**config.mk**
```make
export PLATFORM = sky130hd
export DESIGN_NAME = instruction_fetch_unit
export DESIGN_NICKNAME = d
export VERILOG_FILES = /design/src/rtl/instruction_fetch_unit.sv
export SDC_FILE = /design/constraint.sdc
export NUM_CORES = 1
export LEC_CHECK = 0
export CORE_MARGIN = 2
export CORE_UTILIZATION = 44
export CTS_CLUSTER_SIZE = 40
export DETAILED_ROUTE_END_ITERATION = 12
export GPL_TIMING_DRIVEN = 0
export PLACE_DENSITY = 0.79
export SLEW_MARGIN = 5
export SYNTH_ARGS = -nofsm -noshare
export SYNTH_HDL_FRONTEND = slang
export SYNTH_SLANG_ARGS = --single-unit
```
**constraint.sdc**
```tcl
create_clock -name clk -period 2.17 [get_ports clk]
set_clock_uncertainty 0.1 [all_clocks]
set_input_delay 0.3255 -clock clk [delete_from_list [all_inputs] [get_ports clk]]
set_output_delay 0.3255 -clock clk [all_outputs]
set_load 0.02 [all_outputs]
```
**src/rtl/instruction_fetch_unit.sv**
```systemverilog
// Instruction fetch unit: owns the program counter, reads instructions over a req/ack
// handshake and presents each one to the decoder for a single EXEC cycle.
module instruction_fetch_unit #(
  parameter int                    ADDR_WIDTH  = 6,
  parameter int                    INSTR_WIDTH = 16,
  parameter logic [ADDR_WIDTH-1:0] RESET_PC    = '0,
  parameter int                    CNT_WIDTH   = 16
) (
  input  logic                   clk,
  input  logic                   rst_n,
  input  logic                   fetch_enable,
  output logic                   imem_req,
  output logic [ADDR_WIDTH-1:0]  imem_addr,
  input  logic [INSTR_WIDTH-1:0] imem_rdata,
  input  logic                   imem_ack,
  output logic [INSTR_WIDTH-1:0] instruction,
  output logic                   instruction_valid,
  output logic [ADDR_WIDTH-1:0]  pc,
  input  logic                   pc_load,
  input  logic [ADDR_WIDTH-1:0]  pc_target,
  input  logic                   resume,
  output logic                   halted,
  output logic [CNT_WIDTH-1:0]   retired_count
);

  typedef enum logic [1:0] {
    S_IDLE  = 2'd0,
    S_FETCH = 2'd1,
    S_EXEC  = 2'd2,
    S_HALT  = 2'd3
  } state_t;

  state_t                 r_state;
  logic [ADDR_WIDTH-1:0]  r_pc;
  logic [INSTR_WIDTH-1:0] r_instr;
  logic                   r_halted;
  logic [CNT_WIDTH-1:0]   r_count;

  logic                   w_is_halt;
  logic [ADDR_WIDTH-1:0]  w_pc_inc;
  logic                   w_count_sat;

  assign w_is_halt   = (r_instr[INSTR_WIDTH-1 -: 2] == 2'b11);
  assign w_pc_inc    = r_pc + ADDR_WIDTH'(1);
  assign w_count_sat = &r_count;

  always_ff @(posedge clk or negedge rst_n) begin
    if (!rst_n) begin
      r_state  <= S_IDLE;
      r_pc     <= RESET_PC;
      r_instr  <= '0;
      r_halted <= 1'b0;
      r_count  <= '0;
    end else begin
      case (r_state)
        S_IDLE: begin
          if (fetch_enable) r_state <= S_FETCH;
        end
        S_FETCH: begin
          if (imem_ack) begin
            r_instr <= imem_rdata;
            r_state <= S_EXEC;
          end
        end
        S_EXEC: begin
          if (!w_count_sat) r_count <= r_count + CNT_WIDTH'(1);
          // A halt instruction wins over any redirect the decoder presents.
          if (w_is_halt) begin
            r_state  <= S_HALT;
            r_halted <= 1'b1;
          end else begin
            r_pc    <= pc_load ? pc_target : w_pc_inc;
            r_state <= fetch_enable ? S_FETCH : S_IDLE;
          end
        end
        S_HALT: begin
          if (resume) begin
            r_pc     <= w_pc_inc;
            r_halted <= 1'b0;
            r_state  <= S_FETCH;
          end
        end
        default: r_state <= S_IDLE;
      endcase
    end
  end

  // Request is decoded from state so an asynchronous reset drops it immediately.
  assign imem_req          = (r_state == S_FETCH);
  assign imem_addr         = r_pc;
  assign instruction       = r_instr;
  assign instruction_valid = (r_state == S_EXEC);
  assign pc                = r_pc;
  assign halted            = r_halted;
  assign retired_count     = r_count;

endmodule

```
==> key figures <==
Layout
  • Design Area, Final: 2980 µm²
  • Fin cells: 319
  • Register area: 1030 µm²
  • N_diodes: 0
  • Fillers: 365
  • Fin nets: 300
  • Fraction of layout cells with a size suffix above 1: 0.157
  • Final core occ: 0.675
  • Area of the multi-input gates: 921 µm²
  • Layout area overhead: 46.8%

Synthesis
  • Seq/Total Area, Yosys: 0.505
  • Cell count after synthesis: 186
  • Dominant cell type by area after synthesis: dfrtp_1
  • FFs w/ async S/R, synth: 1.00
  • Mapped Nets: 220
  • Syn avg cell area: 10.9 µm²
  • Yosys warns: 0
  • EDFF count, synth: 0
  • Yosys top cell area share: 0.505
  • Synth unique cells: 39
  • Seq cells post-synth: 41
  • Synth area leaders: dfrtp_1 51%, mux2_2 11%, ha_1 3.7%
  • Top FF cell, synth: dfrtp_1
  • Synthesized area: 2030 µm²

Timing
  • Final critical-path setup slack: 139 ps
  • Slew @ Worst Pin: 659 ps
  • Hold WS: 309 ps
  • RSZ-0062 raised after global routing: false
  • Fin crit share: 0.936
  • Final Critical Period: 2030 ps
  • Final-report setup violation count: 0
  • Slew Limit Fails: 0
  • FMAX: 492 MHz
  • Slew HR: 0.559
  • Final hold vios: 0
  • Setup TNS Final: 0 ps

Power and ir drop
  • Clock power frac: 0.172
  • Sequential share of power: 0.338
  • Combinational Power Share: 0.489
  • Pwr dens: 1260 nW/µm²
  • Total power: 3.75 mW
  • Pint: 2.38 mW
  • Maximum vdd drop: 0.711 mV
  • Net Sw Frac: 0.366
  • Net Switching: 1.37 mW
  • Leak: 1.29 nW

Placed design
  • Port Buffers: 74
  • Placed instance area: 2850 µm²
  • DP Cell Count: 313
  • DP Worst Slack: -69.7 ps
  • GPL Wtd Cong: 0.810
  • Post-DP HPWL: 3320 µm

Floorplanning
  • DIE WIDTH: 71.9 µm
  • # rows: 24
  • Starting density of the core: 0.460
  • Die Ht: 71.9 µm
  • CORE AREA: 4410 µm²
  • Die area: 5170 µm²
  • Num ports: 75

Routing
  • Drt total wl: 4430 µm
  • Drt first-iter violations: 41
  • Routed len/inst: 13.9 µm
  • Drt drc: 0
  • Number of vias per cell: 5.23
  • Via count: 1669
  • DR pass1 iterations: 4
  • Post-route ant nets: 0

Clock tree
  • Clock transition at the registers of the reported paths: 80 ps
  • CTS tree: yes
  • Total setup buffers inserted after CTS: 0
  • Sink Count: 41
  • Clock Tree Root: clkbuf_8
  • Worst-Skew Late Latency: 290 ps
  • CTS H-tree depth: 2
  • Max Buffers Root-to-Sink: 2
  • Inserted Clock Buffers: 5

Min path
  • Min-delay worst type: input pin to async pin

Global routing
  • Antenna violations before repair: 0
  • Pin count of the biggest net entering global routing: 35
  • First-pass GRT wire length: 7460 µm
  • GRT Residual Overflow: 0
  • Tot GR Track Use: 0.185
  • Vias in the first global route: 1655

Critical path
  • Crit path DAT: 2110 ps
  • Req. time, crit path: 2250 ps
  • Crit-path max FO: 4
  • Worst setup path class: register to register
  • Setup crit end kind: register
  • CP startpoint kind: register

Run status
  • Outcome: finished, final reports clean

Job
  • Max_cap viols: 0
==> repair_timing <==
item,CTS,global route
hold endpoints to repair,7,0
setup endpoints to repair,6,17
hold buffers,1,0
gates resized for setup,2,3
==> power by group through the flow <==
stage	registers (mW)	clock network, mW	logic (mW)
after floorplan	1.55	0	0.729
after global routing	1.32	0.700	1.99
after CTS	1.27	0.664	1.86
final	1.27	0.647	1.83
after global placement	1.27	0	1.81
after detailed placement	1.28	0	1.85
==> cells by family (layout without fill, tap and decap cells) <==
family / count (synthesis) / in the layout / synth area share
flip-flops: 41 / 41 / 0.505
multiplexers: 22 / 22 / 0.121
adder cells (fa/ha/maj): 6 / 6 / 0.0370
AND/OR/NAND/NOR: 60 / 60 / 0.157
AO/OA/AOI/OAI: 31 / 31 / 0.104
XOR/XNOR: 7 / 7 / 0.0302
buffers and inverters: 19 / 100 / 0.0462
==> worst paths after layout <==
kind                                               from                       endpoint  slack (ps)  cells past startpoint
hold / removal                                    rst_n  retired_count[12]$_DFFE_PN0P_         310                      2
hold reg to reg             instruction[11]$_DFFE_PN0P_    instruction[11]$_DFFE_PN0P_         410                      1
min in group clk            instruction[11]$_DFFE_PN0P_    instruction[11]$_DFFE_PN0P_         410                      1
setup / recovery           retired_count[0]$_DFFE_PN0P_   retired_count[1]$_DFFE_PN0P_         140                      5
max in group asynchronous                         rst_n   retired_count[1]$_DFFE_PN0P_        1240                      3
setup reg to reg           retired_count[0]$_DFFE_PN0P_   retired_count[1]$_DFFE_PN0P_         140                      5
==> worst max-delay path, stage by stage, from the launching register on <==
cell     delay, ps
dfrtp_1        430
ha_2           250
nand2_1        100
or4_4          520
o21ai_2        180
mux2_1         330
==> cells in the final DEF, fill, tap and decap left out, drive strengths merged, types with 8 or more instances in the layout <==
master and instances:
a21oi 8, buf 8, clkdlybuf4s50 71, dfrtp 41, inv 9, mux2 20
nand2 14, nor2 13
==> Yosys cell counts, types with 2 or more instances <==
master,instances
nor2b_1,2
nand3_1,7
xor2_1,5
nand2b_1,3
o21ai_0,4
mux2_2,19
and4_1,3
xnor2_1,2
ha_1,6
mux2i_1,2
clkbuf_1,4
a31oi_1,3
inv_1,9
nand4_1,4
and3_1,3
buf_4,6
o22a_1,7
o31ai_1,2
nor2_1,13
dfrtp_1,41
nand2_1,14
a21oi_1,8
nor3_1,3
==> metal layers <==
metal	vias to the layer above	wire length (µm)	track usage
met3	4	283	0.0528
met4	0	27	0.0776
met1	788	1990	0.231
met5	-	0	0
li1	817	-	-
met2	60	2130	0.301
==> registers in the layout, summed over array words and instances (netlist names) <==
register       cells
instruction       16
retired_count     16
imem_addr          6
r_state            2
halted             1
==> area by class of cell <==
type | instances | share of cell area
clock buffer | 6 | 0.0277
buffer | 7 | 0.0164
sequential | 41 | 0.344
multi-input combinational | 126 | 0.309
clock inverter | 2 | 0.0126
timing repair buffer | 76 | 0.257
inverter | 9 | 0.0113
tap | 52 | 0.0218
Note: power is estimated with default switching activity, not from simulation.
